==> config.mk <==
export PLATFORM = sky130hd
export DESIGN_NAME = mult_seq_ctrl
export DESIGN_NICKNAME = d
export VERILOG_FILES = /design/src/rtl/mult_seq_ctrl_pkg.sv /design/src/rtl/booth_mul16.sv /design/src/rtl/mult_seq_ctrl.sv
export SDC_FILE = /design/constraint.sdc
export NUM_CORES = 1
export LEC_CHECK = 0
export ABC_CLOCK_PERIOD_IN_PS = 5200
export CAP_MARGIN = 20
export CORE_ASPECT_RATIO = 0.5
export CORE_MARGIN = 1.5
export CORE_UTILIZATION = 34
export DETAILED_ROUTE_END_ITERATION = 7
export GPL_TIMING_DRIVEN = 1
export HOLD_SLACK_MARGIN = 0.05
export MAX_ROUTING_LAYER = met4
export SLEW_MARGIN = 10
export SYNTH_ARGS = -nofsm -noshare
export SYNTH_HDL_FRONTEND = slang
export SYNTH_HIERARCHICAL = 1
export SYNTH_SLANG_ARGS = --single-unit
==> constraint.sdc <==
create_clock -name clk -period 5.2 [get_ports clk]
set_input_delay 0.78 -clock clk [delete_from_list [all_inputs] [get_ports clk]]
set_output_delay 0.78 -clock clk [all_outputs]
set_load 0.02 [all_outputs]
==> src/rtl/mult_seq_ctrl_pkg.sv <==
`default_nettype none
// ============================================================================
// Package : mult_seq_pkg
// Brief   : Shared types and constants for the mult_seq_ctrl sequencer.
// Rev     : 1.0 - initial release
// ============================================================================
package mult_seq_pkg;

    typedef enum logic [1:0] {
        LOAD  = 2'd0,
        MUL   = 2'd1,
        STORE = 2'd2,
        DONE  = 2'd3
    } state_t;

    localparam int BYTES_PER_PAIR  = 4;
    localparam int BYTES_PER_PROD  = 4;
    localparam int MUL_STEPS       = 16;
    localparam int CYCLES_PER_PAIR = BYTES_PER_PAIR + MUL_STEPS + BYTES_PER_PROD;

    // Products leave the block big-endian: index 0 selects the MSB.
    function automatic logic [7:0] prod_byte(input logic [31:0] p, input logic [1:0] idx);
        logic [7:0] b;
        case (idx)
            2'd0:    b = p[31:24];
            2'd1:    b = p[23:16];
            2'd2:    b = p[15:8];
            default: b = p[7:0];
        endcase
        return b;
    endfunction

endpackage
`default_nettype wire

==> src/rtl/booth_mul16.sv <==
`default_nettype none
// ============================================================================
// Module : booth_mul16
// Brief  : Iterative radix-2 Booth multiplier, signed 16x16 -> 32, 16 steps.
// Rev    : 1.0 - initial release
// ============================================================================
module booth_mul16
    import mult_seq_pkg::*;
(
    input  logic        clk,
    input  logic        reset,
    input  logic        load,
    input  logic [15:0] A,
    input  logic [15:0] B,
    output logic [31:0] P,
    output logic        valid
);

    // 17-bit accumulator so that A = -32768 can be subtracted without overflow.
    logic [16:0] r_acc;
    logic [15:0] r_q;
    logic        r_qm1;
    logic [15:0] r_a;
    logic [3:0]  r_step;
    logic        r_active;
    logic        r_valid;

    logic [16:0] w_a_ext;
    logic [16:0] w_sum;

    always_comb begin
        w_a_ext = {r_a[15], r_a};
        case ({r_q[0], r_qm1})
            2'b01:   w_sum = r_acc + w_a_ext;
            2'b10:   w_sum = r_acc - w_a_ext;
            default: w_sum = r_acc;
        endcase
    end

    always_ff @(posedge clk) begin
        if (reset) begin
            r_acc    <= '0;
            r_q      <= '0;
            r_qm1    <= 1'b0;
            r_a      <= '0;
            r_step   <= '0;
            r_active <= 1'b0;
            r_valid  <= 1'b0;
        end else if (load) begin
            r_acc    <= '0;
            r_q      <= B;
            r_qm1    <= 1'b0;
            r_a      <= A;
            r_step   <= '0;
            r_active <= 1'b1;
            r_valid  <= 1'b0;
        end else if (r_active) begin
            r_acc  <= {w_sum[16], w_sum[16:1]};
            r_q    <= {w_sum[0], r_q[15:1]};
            r_qm1  <= r_q[0];
            r_step <= r_step + 4'd1;
            if (r_step == 4'(MUL_STEPS - 1)) begin
                r_active <= 1'b0;
                r_valid  <= 1'b1;
            end
        end
    end

    assign P     = {r_acc[15:0], r_q};
    assign valid = r_valid;

endmodule
`default_nettype wire

==> src/rtl/mult_seq_ctrl.sv <==
`default_nettype none
// ============================================================================
// Module : mult_seq_ctrl
// Brief  : Data-memory master that multiplies NUM_PAIRS signed operand pairs.
// Rev    : 1.0 - initial release
// ============================================================================
module mult_seq_ctrl
    import mult_seq_pkg::*;
#(
    parameter int NUM_PAIRS = 16,
    parameter int SRC_BASE  = 0,
    parameter int DST_BASE  = 64,
    parameter int AW        = 8
)(
    input  logic          clk,
    input  logic          reset,
    output logic [AW-1:0] mem_addr,
    input  logic [7:0]    mem_rd_data,
    output logic          mem_wr_en,
    output logic [7:0]    mem_wr_data,
    output logic          busy,
    output logic          done
);

    localparam int c_pair_w = (NUM_PAIRS > 1) ? $clog2(NUM_PAIRS) : 1;

    state_t              r_state;
    state_t              w_next_state;
    logic [c_pair_w-1:0] r_pair_idx;
    logic [1:0]          r_byte_cnt;
    logic [3:0]          r_iter_cnt;
    logic [7:0]          r_a_hi;
    logic [7:0]          r_a_lo;
    logic [7:0]          r_b_hi;

    logic                w_last_byte;
    logic                w_last_iter;
    logic                w_last_pair;
    logic                w_mul_load;
    logic [31:0]         w_prod;
    logic                w_prod_valid;
    logic [AW-1:0]       w_src_addr;
    logic [AW-1:0]       w_dst_addr;

    assign w_last_byte = (r_byte_cnt == 2'd3);
    assign w_last_iter = (r_iter_cnt == 4'(MUL_STEPS - 1));
    assign w_last_pair = (r_pair_idx == c_pair_w'(NUM_PAIRS - 1));

    // 4*pair + byte is just the two indices concatenated.
    assign w_src_addr = AW'(SRC_BASE) + AW'({r_pair_idx, r_byte_cnt});
    assign w_dst_addr = AW'(DST_BASE) + AW'({r_pair_idx, r_byte_cnt});

    // B_lo goes straight from the memory bus into the multiplier.
    assign w_mul_load = (r_state == LOAD) && w_last_byte;

    booth_mul16 u_booth (
        .clk   (clk),
        .reset (reset),
        .load  (w_mul_load),
        .A     ({r_a_hi, r_a_lo}),
        .B     ({r_b_hi, mem_rd_data}),
        .P     (w_prod),
        .valid (w_prod_valid)
    );

    always_ff @(posedge clk) begin
        if (reset) begin
            r_state <= LOAD;
        end else begin
            r_state <= w_next_state;
        end
    end

    always_comb begin
        w_next_state = r_state;
        case (r_state)
            LOAD:    if (w_last_byte) w_next_state = MUL;
            MUL:     if (w_last_iter) w_next_state = STORE;
            STORE:   if (w_last_byte) w_next_state = w_last_pair ? DONE : LOAD;
            default: w_next_state = DONE;
        endcase
    end

    always_ff @(posedge clk) begin
        if (reset) begin
            r_pair_idx <= '0;
            r_byte_cnt <= '0;
            r_iter_cnt <= '0;
            r_a_hi     <= '0;
            r_a_lo     <= '0;
            r_b_hi     <= '0;
        end else begin
            case (r_state)
                LOAD: begin
                    r_byte_cnt <= r_byte_cnt + 2'd1;
                    case (r_byte_cnt)
                        2'd0:    r_a_hi <= mem_rd_data;
                        2'd1:    r_a_lo <= mem_rd_data;
                        2'd2:    r_b_hi <= mem_rd_data;
                        default: ;
                    endcase
                end
                MUL: r_iter_cnt <= r_iter_cnt + 4'd1;
                STORE: begin
                    r_byte_cnt <= r_byte_cnt + 2'd1;
                    if (w_last_byte && !w_last_pair) begin
                        r_pair_idx <= r_pair_idx + 1'b1;
                    end
                end
                default: ;
            endcase
        end
    end

    always_comb begin
        mem_addr    = w_src_addr;
        mem_wr_en   = 1'b0;
        mem_wr_data = 8'h00;
        busy        = 1'b0;
        done        = 1'b0;
        case (r_state)
            LOAD, MUL: busy = 1'b1;
            STORE: begin
                busy        = 1'b1;
                mem_addr    = w_dst_addr;
                mem_wr_en   = w_prod_valid;
                mem_wr_data = prod_byte(w_prod, r_byte_cnt);
            end
            default: begin
                mem_addr = AW'(DST_BASE);
                done     = 1'b1;
            end
        endcase
        // A reset sampled this cycle must not let a write or busy escape.
        if (reset) begin
            busy        = 1'b0;
            mem_wr_en   = 1'b0;
            mem_wr_data = 8'h00;
        end
    end

endmodule
`default_nettype wire
==> results, run 1 <==
- The run finished with clean final reports.
- The clock sink total is a little over 90.
- The pin count of the biggest net entering global routing is between 70 and 80.
- The first TritonRoute pass finished after 7 iterations.
- Setup repair after global routing left no endpoint under its margin.
- The TritonCTS buffer count is 9.
- The antenna violation net count after detailed routing is 0.
- The vertical die dimension is roughly 90 um.
- The slowest stage of the critical path belongs to the cell sky130_fd_sc_hd__or3_4.
- The total routed wirelength is about 12000 um.
- The clock-pin transition on the worst setup and hold timing paths is around 60 ps.
- The fill cell instance count of the final layout is ~1500.
- The average detailed-routed wire length per instance is around 15 um.
- The count of max-cap constraint violations is 0.
- In this run the worst hold path is classified as flip-flop to flip-flop.
- Synthesis produced 619 cells.
- Per report_power, the combinational group accounts for 34.7% of the total.
- The insertion delay to the later sink of the worst-skew pair is 350 ps.
- From synthesis to final layout, the design area changed by 12.1%.
- Post-CTS timing repair inserted 0 buffers for setup.
- The floorplan step defined a die boundary enclosing 16000 um^2.
- For this run, the share of the core covered by cells in the final layout is around two fifths.
- The clock root buffer is sky130_fd_sc_hd__clkbuf_16.
- The H-tree depth is 3.
- Net switching is a little over a third of the power.
- After clock tree synthesis, the flow added hold-fix buffers numbering 0.
- In this run, synthesis inferred 0 flip-flops with an integrated enable.
- Across every metal layer, demand over resource in global routing totals 16.5%.
- For flop-to-flop paths, the worst setup slack is 1610 ps.
- The setup path with the least slack is of type flip-flop to flip-flop.
- The analysis attributes to net switching a power of 0.763 mW.
- Along the worst hold path, the cell count comes to 2.
- The sequential cells in the finished layout cover a total of 1820 um^2.
- The peak fanout along the critical path is 8.
- Of the total power, registers draw 36.6%.
- During I/O placement, the number of pins put on the boundary was 29.
- The HPWL after detailed placement is approximately 8900 um.
- The measured slew at the worst slew-check pin is roughly 950 ps.
- The via count of the first global-routing pass is 3813.
- The number of antenna violations at the first check in global routing is 0.
- The reg-to-reg critical path startpoint is u_booth/r_a[2].
- Summed over all cells, the static leakage comes to 2.23 nW.
- The final critical delay including setup and external delays is 3590 ps.
- The routability congestion estimate from global placement is 0.902.
- Setup violations remaining at the end of the flow were counted as 0.
- STA classifies the critical path endpoint as a flip-flop.
- The wire length of the first global-routing pass is 20200 um.
- The worst path uses just under 70% of the clock period.
- After synthesis, flip-flops and latches occupy 35.2% of the total area.
- The capture point of the critical path is u_booth/r_acc[15].
- The core region is 14700 um^2.
- Data on the critical path is required at its endpoint by 5440 ps.
- A synthesized cell averages 8.37 um^2.
- The detailed router placed 4224 vias in this run.
- After the last flow step, the layout net total stands at 656.
- Among all flip-flop cells after synthesis, the most frequent one is sky130_fd_sc_hd__dfxtp_1.
- In this design, the stage delay of the slowest critical-path cell is 420 ps.
- After clock tree synthesis, the repair step resized 0 gates.
- Timing analysis after detailed placement gives a worst setup slack of 1660 ps.
- The internal portion of the total power is 1.41 mW.
- The area of the multi-input gates is about 3100 um^2.
- Port buffering added 27 buffers.
- The width of the die is 178 um.
- The repair_antennas step left the layout with diodes totalling 0.
- The count of final max-slew check failures came to 0.
- The total overflow left after global routing is 0.
- For this run, the top clock speed supported by timing is about 0.28 GHz.
- During synthesis, Yosys emitted a total of 6 warnings.
- The critical path arrival is 3830 ps.
- Setup total negative slack on the finished layout was measured at 0 ps.
- The first element of the critical path is u_booth/r_a[2].
- The setup slack after layout is 1610 ps.
- The proportion of layout cells with a drive suffix above 1 is between 4 and 5%.
- Of all flip-flops after synthesis, the portion carrying an async set or reset was 0%.
- The number of distinct standard cells referenced by the synthesized netlist is 56.
- The number of storage elements in the synthesis netlist is 91.
- The cell row count is 31.
- The type of element launching the critical path is a flip-flop.
- The total power density per cell area is between 300 and 400 nW/um^2.
- The maximum root-to-sink buffer count is 2.
- For this configuration, the core starts out at a cell density of 35.3%.
- The mapped netlist covers 5180 um^2.
- In the routed design, unresolved DRC markers number 0.
- The clock network accounts for 28.7% of the total power.
- Counting cells, the worst reg-to-reg path comes to 14.
- The violation count after the first detailed-route iteration is 372.
- The final count of hold timing violations is 0.
- The clock tree from TritonCTS is yes.
- Synthesis produced a netlist with a net count of 655.
- The maximum vdd drop is about 0.16 mV.
- The worst register-to-register path ends at u_booth/r_acc[15].
- In this run the tightest slew margin relative to its limit is 36.1%.
- The clock skew after layout is between 10 and 15 ps.
- Traced cell by cell, the critical path runs through or3_4 -> nor3_1 -> nand2b_1 -> nor3_1 -> nor2_1 -> xnor2_1 -> ha_1 -> a21oi_1 -> o21ai_0 -> a221o_1 -> a41oi_2 -> xnor2_1 -> a21oi_1 -> a31o_1.
- The detailed-route vias per instance is ~5.
[flip-flops by register name (all words and copies together) (netlist names), 2 cells and up]
register        cells
u_booth/r_step      4
r_a_lo              8
u_booth/r_q        16
u_booth/r_acc      16
r_a_hi              8
r_byte_cnt          2
r_pair_idx          4
r_state             2
r_iter_cnt          4
r_b_hi              8
u_booth/r_a        16
[synthesized netlist by cell type, types with 3 or more instances]
master	number	area (um^2)
sky130_fd_sc_hd__a211oi_1	5	37.5
sky130_fd_sc_hd__a21o_1	6	45.0
sky130_fd_sc_hd__a21oi_1	46	230
sky130_fd_sc_hd__a222oi_1	8	80.1
sky130_fd_sc_hd__a31oi_1	5	31.3
sky130_fd_sc_hd__and2_1	17	106
sky130_fd_sc_hd__and3_1	5	31.3
sky130_fd_sc_hd__buf_1	4	15.0
sky130_fd_sc_hd__buf_2	4	20.0
sky130_fd_sc_hd__buf_4	6	45.0
sky130_fd_sc_hd__clkbuf_1	23	86.3
sky130_fd_sc_hd__dfxtp_1	91	1820
sky130_fd_sc_hd__ha_1	25	313
sky130_fd_sc_hd__inv_1	12	45.0
sky130_fd_sc_hd__mux2i_1	68	681
sky130_fd_sc_hd__nand2_1	35	131
sky130_fd_sc_hd__nand2b_1	6	37.5
sky130_fd_sc_hd__nand3_1	7	35.0
sky130_fd_sc_hd__nand4_1	3	18.8
sky130_fd_sc_hd__nor2_1	124	465
sky130_fd_sc_hd__nor3_1	7	35.0
sky130_fd_sc_hd__nor3b_2	3	37.5
sky130_fd_sc_hd__nor4_1	3	18.8
sky130_fd_sc_hd__o211ai_1	4	30.0
sky130_fd_sc_hd__o21a_1	3	22.5
sky130_fd_sc_hd__o21ai_0	28	140
sky130_fd_sc_hd__or3_1	5	31.3
sky130_fd_sc_hd__xnor2_1	21	184
sky130_fd_sc_hd__xor2_1	9	78.8
[layer usage]
metal / global-route usage [%] / vias up / part of all wire, %
li1: - / 2165 / -
met1: 23.6 / 1970 / 53
met2: 23.8 / 79 / 42
met3: 3.07 / 10 / 3.8
met4: 4.13 / 0 / 1.1
met5: - / - / 0
[critical path: cells and delay by family, from the launching register on]
kind                       cells  cell delay (ps)
adders and majority gates      1              390
AOI/OAI and AO/OA              6             1250
DFF                            1              350
and+or+nand+nor                5             1160
xor gates and xnor gates       2              330
[power groups by stage]
stage / logic, mW / registers, mW / clock network (mW)
finish: 0.754 / 0.797 / 0.623
global route: 0.833 / 0.803 / 0.674
CTS: 0.748 / 0.795 / 0.638
detailed placement: 0.745 / 0.811 / 0
global placement: 0.744 / 0.810 / 0
floorplan: 0.622 / 0.792 / 0
[cells in the final DEF, fill, tap and decap left out, drive strengths merged, types with 10 or more instances in the layout]
cell / synthesis / routed
xnor2: 21 / 21
and2: 17 / 17
nor2: 124 / 124
clkbuf: 24 / 10
ha: 25 / 25
dfxtp: 91 / 91
inv: 12 / 13
o21ai: 30 / 30
clkdlybuf4s50: 0 / 26
a21oi: 46 / 46
nand2: 35 / 35
mux2i: 68 / 68
[how the worst min path moves through the flow]
stage,start,end
after floorplan,u_booth/valid,u_booth/valid
after global placement,u_booth/valid,u_booth/valid
after detailed placement,u_booth/valid,u_booth/valid
after CTS,u_booth/valid,u_booth/valid
after global routing,r_b_hi[7],r_b_hi[7]
final,u_booth/valid,u_booth/valid
[cell type report]
cell class,count,share of cell area (%)
Clock buffer,10,4.11
Inverter,13,0.840
Sequential cell,91,31.4
Clock inverter,5,0.668
Tap cell,198,4.27
Timing Repair Buffer,30,4.95
Multi-Input combinational cell,475,53.8
[kinds of logic (layout without fill, tap and decap cells)]
kind of cell / count (synthesis) / in the layout / synth area share, %
AO/OA/AOI/OAI: 126 / 126 / 15.4
multiplexers: 68 / 68 / 13.1
adder cells (fa/ha/maj): 26 / 26 / 6.42
other: 1 / 1 / 0.0724
flip-flops: 91 / 91 / 35.2
XOR/XNOR: 30 / 30 / 5.07
AND/OR/NAND/NOR: 224 / 224 / 20.1
buffers and inverters: 53 / 58 / 4.68
[through the flow]
stage               total power [mW]  instance area, um^2  std cells  hold WS, ps
finish                          2.17                 5810        822          475
global route                    2.31                 5810        822          517
CTS                             2.18                 5810        822          484
detailed placement              1.56                 5530        807          466
global placement                1.55                 5530        807          463
floorplan                       1.41                 5180        619          432
Power figures use the tool's default switching activity.
==> run 2, diff against run 1 <==
- ABC_CLOCK_PERIOD_IN_PS: 5200 -> 3670
- clock period: 5.2 -> 3.67 ns (I/O delays scaled with it)
==> run 2 against run 1 <==
Effect of this change: register-to-register slack worse by 1400 ps; wire length is 1.6% lower; die area stayed put; sequential cell count stayed put; critical path depth stayed put; maximum frequency is 4.7% higher.
==> results, run 2 (same netlist as run 1, synthesis figures left out) <==
- Result of the run: finished, final reports clean (unchanged).
- The via count of the first global-routing pass is 3901 (was 3813).
- The standard cell core area was 14700 um^2 (unchanged).
- The capturing element type of the critical path is a flip-flop (unchanged).
- The vertical die dimension is 90.3 um (unchanged).
- The proportion of layout cells with a drive suffix above 1 was 5.56% (was 4.65%).
- The cell row count is 31 (unchanged).
- The wire length of the first global-routing pass is 20400 um (was 20200 um).
- The data required time at the worst endpoint came to 3900 ps (was 5440 ps).
- The initial core utilization is 35.3% (unchanged).
- The count of final max-slew check failures was 0 (unchanged).
- The type of the worst min-delay path is flip-flop to flip-flop (unchanged).
- The worst flop-to-flop path endpoint is u_booth/r_acc[15] (unchanged).
- The type of element launching the critical path is a flip-flop (unchanged).
- The H-tree depth is 3 (unchanged).
- The average detailed-routed wire length per instance is 14.8 um (was 15.1 um).
- The TritonCTS buffer count is 9 (unchanged).
- The category of the most critical setup path is flip-flop to flip-flop (unchanged).
- The peak fanout along the critical path is 5 (was 8).
- The antenna violation net count after detailed routing was 0 (unchanged).
- Setup repair after global routing missed its margin: no (unchanged).
- The total routed wirelength is 12200 um (was 12400 um).
- The leading cell type in the layout, fill and taps excluded is sky130_fd_sc_hd__nor2_1 (unchanged).
- The sum of negative setup slack was 0 ps (unchanged).
- The post-route DRC violation count is 0 (unchanged).
- The critical path arrival was 3660 ps (was 3830 ps).
- The detailed placer's ending HPWL is 9010 um (was 8890 um).
- The number of vias after detailed routing came to 4234 (was 4224).
- The clock sink total is 91 (unchanged).
- The number of top-level pins came to 29 (unchanged).
- The worst hold slack across all endpoints is 467 ps (was 475 ps).
- The number of standard cells in the final layout excluding fillers came to 828 (was 822).
- The detailed-route vias per instance was 5.11 (was 5.14).
- The sequential cell fraction of total power is 35.4% (was 36.6%).
- The final critical delay including setup and external delays was 3430 ps (was 3590 ps).
- The maximum vdd drop is 0.250 mV (was 0.160 mV).
- The number of diodes added for antenna fixing is 0 (unchanged).
- The reg-to-reg critical path startpoint is u_booth/r_a[2] (unchanged).
- The switching power summed over all nets is 1.07 mW (was 0.763 mW).
- The share of the clock period used by the worst path came to 93.4% (was 69.1%).
- The pin count of the biggest net entering global routing is 56 (was 73).
- The leakage power total came to 2.27 nW (was 2.23 nW).
- The die footprint is 16000 um^2 (unchanged).
- The total power density per cell area came to 544 nW/um^2 (was 374 nW/um^2).
- The path depth of the worst reg2reg path was 14 (unchanged).
- The width of the die is 178 um (unchanged).
- The number of setup buffers added after CTS is 0 (unchanged).
- The violation count after the first detailed-route iteration was 347 (was 372).
- The setup violation total in the final timing report is 0 (unchanged).
- The maximum root-to-sink buffer count came to 2 (unchanged).
- The internal power of the cells is 2.13 mW (was 1.41 mW).
- The net switching fraction of the power was 33.5% (was 35.1%).
- The sum of overflow across all layers after global routing was 0 (unchanged).
- The fmax came to 0.292 GHz (was 0.279 GHz).
- The origin of the worst min-delay path is u_booth/valid (unchanged).
- The largest stage delay on the critical path is 420 ps (about the same).
- The cell at the slowest stage of the critical path is sky130_fd_sc_hd__or3_4 (unchanged).
- The clock root buffer is sky130_fd_sc_hd__clkbuf_16 (unchanged).
- The clock-pin transition on the worst setup and hold timing paths is 70 ps (was 60 ps).
- The worst relative slew slack is 40.8% (was 36.1%).
- The insertion delay to the later sink of the worst-skew pair was 340 ps (was 350 ps).
- The number of antenna violations at the first check in global routing came to 0 (unchanged).
- The count of port buffers added during placement is 27 (unchanged).
- The global-route usage over all layers came to 16.6% (was 16.5%).
- The logic gate share of total power is 33.1% (was 34.7%).
- Leading cell types in the layout, fill and taps excluded: sky130_fd_sc_hd__nor2_1, sky130_fd_sc_hd__dfxtp_1, sky130_fd_sc_hd__mux2i_1, sky130_fd_sc_hd__a21oi_1, sky130_fd_sc_hd__nand2_1 (unchanged).
- The clock network fraction of total power came to 31.5% (was 28.7%).
- The power consumption is 3.21 mW (was 2.17 mW).
- The hold path depth is 2 (unchanged).
- The count of max-cap constraint violations is 0 (unchanged).
- The clock tree from TritonCTS is yes (unchanged).
- The hold path endpoint is u_booth/valid (unchanged).
- The final count of hold timing violations came to 0 (unchanged).
- The measured slew at the worst slew-check pin is 884 ps (was 955 ps).
- The routability congestion estimate from global placement was 0.855 (was 0.902).
- Largest registers: u_booth/r_a x16, u_booth/r_acc x16, u_booth/r_q x16 (unchanged).
- The final net count is 661 (was 656).
- Ordered list of cells on the worst path: or3_4 -> nor3_1 -> nand2b_1 -> nor3_2 -> a21oi_1 -> xnor2_1 -> ha_1 -> and2_1 -> and3_1 -> a221o_1 -> a41oi_2 -> xnor2_1 -> a21oi_1 -> a31o_1 (was or3_4 -> nor3_1 -> nand2b_1 -> nor3_1 -> nor2_1 -> xnor2_1 -> ha_1 -> a21oi_1 -> o21ai_0 -> a221o_1 -> a41oi_2 -> xnor2_1 -> a21oi_1 -> a31o_1).
- The clock skew after layout is 6.39 ps (was 10.5 ps).
- The total iterations of the first detailed-routing run came to 5 (was 7).
- The area growth from synthesis to layout is 13.8% (was 12.1%).
- The setup slack on the worst flop-to-flop path came to 240 ps (was 1610 ps).
- The cell total after placement is 812 (was 807).
-- run 2: changes by cell type in the layout (fill, tap and decap cells not counted) --
cell                        change
sky130_fd_sc_hd__buf_4          +5
sky130_fd_sc_hd__bufinv_16      +2
sky130_fd_sc_hd__clkinv_2       -2
sky130_fd_sc_hd__clkbuf_1       +1
sky130_fd_sc_hd__clkbuf_8       -1
sky130_fd_sc_hd__inv_6          +1
sky130_fd_sc_hd__nor3_1         -1
sky130_fd_sc_hd__nor3_2         +1
-- run 2: cell type report --
class,count,area (um^2)
Multi-Input combinational cell,475,3130
Inverter,13,48.8
Timing Repair Buffer,35,325
Fill cell,1504,8760
Clock inverter,6,97.6
Clock buffer,10,229
Sequential cell,91,1820
Tap cell,198,248
-- run 2: metal layers --
| metal | track usage, % | vias up | share of wire [%] |
|---|---|---|---|
| li1 | - | 2170 | - |
| met5 | - | - | 0 |
| met2 | 24.3 | 80 | 43 |
| met1 | 23.7 | 1979 | 53 |
| met4 | 2.73 | 0 | 0.50 |
| met3 | 3.28 | 5 | 3.9 |
-- run 2: worst max-delay path by stage --
stage	startpoint	to	slack, ps	depth (start not counted)
final	u_booth/r_a[2]	u_booth/r_acc[15]	240	14
after global routing	u_booth/r_a[2]	u_booth/r_acc[15]	0.3	14
after CTS	u_booth/r_a[2]	u_booth/r_acc[15]	140	14
after detailed placement	u_booth/r_a[2]	u_booth/r_acc[15]	150	14
after global placement	u_booth/r_a[2]	u_booth/r_acc[15]	230	14
after floorplan	u_booth/r_a[2]	u_booth/r_acc[15]	420	15
-- run 2: worst max-delay path: cells and delay by family, from the launching register on --
| kind | cells | cell delay, ps |
|---|---|---|
| adders and majority gates | 1 | 350 |
| xor gates and xnor gates | 2 | 300 |
| and+or+nand+nor | 6 | 1400 |
| DFF | 1 | 360 |
| AOI/OAI and AO/OA | 5 | 910 |
-- run 2: timing repair --
| item | CTS | global route |
|---|---|---|
| hold buffers | 0 | 0 |
| endpoints found under the setup margin | 0 | 1 |
| gates resized for setup | 0 | 1 |
-- run 2: metrics by stage --
| stage | utilization, % | setup WS, ps | cell area, um^2 |
|---|---|---|---|
| detailed placement | 38.0 | 150 | 5570 |
| CTS | 40.2 | 136 | 5890 |
| finish | 40.2 | 242 | 5900 |
| floorplan | - | 421 | 5180 |
| global route | 40.2 | 0.341 | 5900 |
| global placement | 38.0 | 233 | 5570 |
-- run 2: power groups by stage --
| stage | clock, mW | combinational, mW | sequential [mW] |
|---|---|---|---|
| final | 1.01 | 1.06 | 1.14 |
| after global routing | 1.08 | 1.19 | 1.15 |
| after CTS | 1.04 | 1.06 | 1.13 |
| after detailed placement | 0 | 1.05 | 1.16 |
| after global placement | 0 | 1.06 | 1.15 |
| after floorplan | 0 | 0.881 | 1.12 |
==> run 3, diff against run 2 <==
- CORE_ASPECT_RATIO: 0.5 -> 0.6
- TNS_END_PERCENT: unset -> 100
==> run 3 against run 2 <==
Effect of this change: sequential power about the same; count of clock-buffer cells in the layout decreased by 1; highest routed layer unchanged; register-to-register slack got worse by 60 ps; worst hold slack improved by 7.6 ps.
==> results, run 3 (same netlist as run 1, synthesis figures left out) <==
- The number of standard cells in the final layout excluding fillers is 826 (was 828).
- The H-tree depth is 3 (unchanged).
- The number of top-level pins is 29 (unchanged).
- The TritonCTS buffer count is 9 (unchanged).
- Largest registers: u_booth/r_a x16, u_booth/r_acc x16, u_booth/r_q x16 (unchanged).
- The cell area after placement is 5560 um^2 (was 5570 um^2).
- The antenna violation net count after detailed routing is 0 (unchanged).
- The vertical die dimension was 98.6 um (was 90.3 um).
- Setup repair after global routing missed its margin: no (unchanged).
- The capturing element type of the critical path is a flip-flop (unchanged).
- The measured slew at the worst slew-check pin is 1020 ps (was 884 ps).
- The count of port buffers added during placement is 27 (unchanged).
- The peak fanout along the critical path was 5 (unchanged).
- The total routed wirelength is 14300 um (was 12200 um).
- The via count of the first global-routing pass is 4073 (was 3901).
- The detailed-route vias per instance is 5.47 (was 5.11).
- The number of diodes added for antenna fixing is 0 (unchanged).
- The pre-CTS worst setup slack is 162 ps (was 150 ps).
- The critical path arrival is 3720 ps (was 3660 ps).
- The clock tree from TritonCTS is yes (unchanged).
- The proportion of layout cells with a drive suffix above 1 came to 6.05% (was 5.56%).
- The final net count is 660 (was 661).
- The utilization after layout came to 40.3% (was 40.2%).
- The number of setup buffers added after CTS is 0 (unchanged).
- The clock skew after layout is 9.63 ps (was 6.39 ps).
- The routability congestion estimate from global placement is 0.944 (was 0.855).
- The clock root buffer is sky130_fd_sc_hd__clkbuf_16 (unchanged).
- The final count of hold timing violations was 0 (unchanged).
- The count of final max-slew check failures was 0 (unchanged).
- The number of vias after detailed routing is 4519 (was 4234).
- The worst hold slack across all endpoints is 475 ps (was 467 ps).
- Result of the run: finished, final reports clean (unchanged).
- The width of the die was 162 um (was 178 um).
- The wire length of the first global-routing pass is 22400 um (was 20400 um).
- The insertion delay to the later sink of the worst-skew pair is 350 ps (was 340 ps).
- The clock sink total is 91 (unchanged).
- The category of the most critical setup path is flip-flop to flip-flop (unchanged).
- The share of the clock period used by the worst path is 94.9% (was 93.4%).
- The maximum root-to-sink buffer count is 2 (unchanged).
- Leading cell types in the layout, fill and taps excluded: sky130_fd_sc_hd__nor2_1, sky130_fd_sc_hd__dfxtp_1, sky130_fd_sc_hd__mux2i_1, sky130_fd_sc_hd__a21oi_1, sky130_fd_sc_hd__nand2_1 (unchanged).
- The area growth from synthesis to layout came to 14.0% (was 13.8%).
- The pin count of the biggest net entering global routing is 73 (was 56).
- The post-CTS resize count is 0 (unchanged).
- The maximum vdd drop is 0.220 mV (was 0.250 mV).
- The total iterations of the first detailed-routing run is 5 (unchanged).
- The initial core utilization is 35.3% (about the same).
- The post-route DRC violation count is 0 (unchanged).
- The leading cell type in the layout, fill and taps excluded was sky130_fd_sc_hd__nor2_1 (unchanged).
- The type of element launching the critical path is a flip-flop (unchanged).
- The sum of overflow across all layers after global routing is 0 (unchanged).
- The total power density per cell area is 560 nW/um^2 (was 544 nW/um^2).
- The setup violation total in the final timing report was 0 (unchanged).
- The data required time at the worst endpoint was 3910 ps (was 3900 ps).
- The number of buffers added to fix hold violations after cts is 0 (unchanged).
- The fmax is 0.287 GHz (was 0.292 GHz).
- The finished layout cell area came to 5910 um^2 (was 5900 um^2).
- The sum of negative setup slack is 0 ps (unchanged).
- The count of max-cap constraint violations came to 0 (unchanged).
- The detailed placer's ending HPWL was 10400 um (was 9010 um).
- The clock-pin transition on the worst setup and hold timing paths is 70 ps (about the same).
- The setup slack after layout is 186 ps (was 242 ps).
- The number of antenna violations at the first check in global routing came to 0 (unchanged).
- The standard cell core area was 14700 um^2 (about the same).
- The leakage power total is 2.26 nW (was 2.27 nW).
- The die footprint is 16000 um^2 (about the same).
- The power consumption was 3.31 mW (was 3.21 mW).
- The global-route usage over all layers is 18.6% (was 16.6%).
- The violation count after the first detailed-route iteration was 436 (was 347).
- The worst relative slew slack is 31.4% (was 40.8%).
- The fill cell instance count of the final layout is 1482 (was 1504).
- The average detailed-routed wire length per instance was 17.3 um (was 14.8 um).
- The type of the worst min-delay path is flip-flop to flip-flop (unchanged).
- The cell total after placement was 811 (was 812).
- The final critical delay including setup and external delays is 3480 ps (was 3430 ps).
- The cell row count is 34 (was 31).
## run 3: area by class of cell
| cell class | count | area, um^2 | area share (%) |
|---|---|---|---|
| clock buffer | 9 | 225 | 3.81 |
| timing repair buffer | 34 | 318 | 5.38 |
| multi-input combinational | 475 | 3150 | 53.3 |
| inverter | 13 | 48.8 | 0.826 |
| sequential | 91 | 1820 | 30.9 |
| clock inverter | 6 | 93.8 | 1.59 |
| tap | 198 | 248 | 4.19 |
## run 3: final timing paths
path | to | slack (ps) | cells after the start | startpoint
worst max-delay path | u_booth/r_acc[15] | 190 | 14 | u_booth/r_a[2]
worst min-delay path | u_booth/valid | 470 | 2 | u_booth/valid
worst max register to register | u_booth/r_acc[15] | 190 | 14 | u_booth/r_a[2]
worst min register to register | u_booth/valid | 470 | 2 | u_booth/valid
## run 3: worst max-delay path: stages (launching register included)
cell,delay (ps)
sky130_fd_sc_hd__dfxtp_1,350
sky130_fd_sc_hd__or3_4,420
sky130_fd_sc_hd__nor3_1,200
sky130_fd_sc_hd__nand2b_1,150
sky130_fd_sc_hd__nor3_2,230
sky130_fd_sc_hd__a21oi_1,110
sky130_fd_sc_hd__xnor2_1,150
sky130_fd_sc_hd__ha_1,360
sky130_fd_sc_hd__and2_1,210
sky130_fd_sc_hd__and3_1,190
sky130_fd_sc_hd__a221o_1,360
sky130_fd_sc_hd__a41oi_2,170
sky130_fd_sc_hd__xnor2_1,170
sky130_fd_sc_hd__a21oi_1,100
sky130_fd_sc_hd__a31o_1,200
## run 3: power breakdown
part	internal, mW	total (mW)	switching (mW)
sequential	1.06	1.14	0.0819
combinational	0.481	1.15	0.668
clock	0.601	1.02	0.416
total	2.14	3.31	1.17
## run 3: routing by layer
layer | vias to the layer above | share of wire (%) | GRT usage [%] | wire length [um]
li1 | 2167 | - | - | -
met1 | 2169 | 51 | 28.1 | 7300
met2 | 174 | 39 | 24.1 | 5580
met3 | 9 | 9.4 | 4.92 | 1340
met4 | 0 | 0.56 | 3.67 | 80
met5 | - | 0 | - | 0
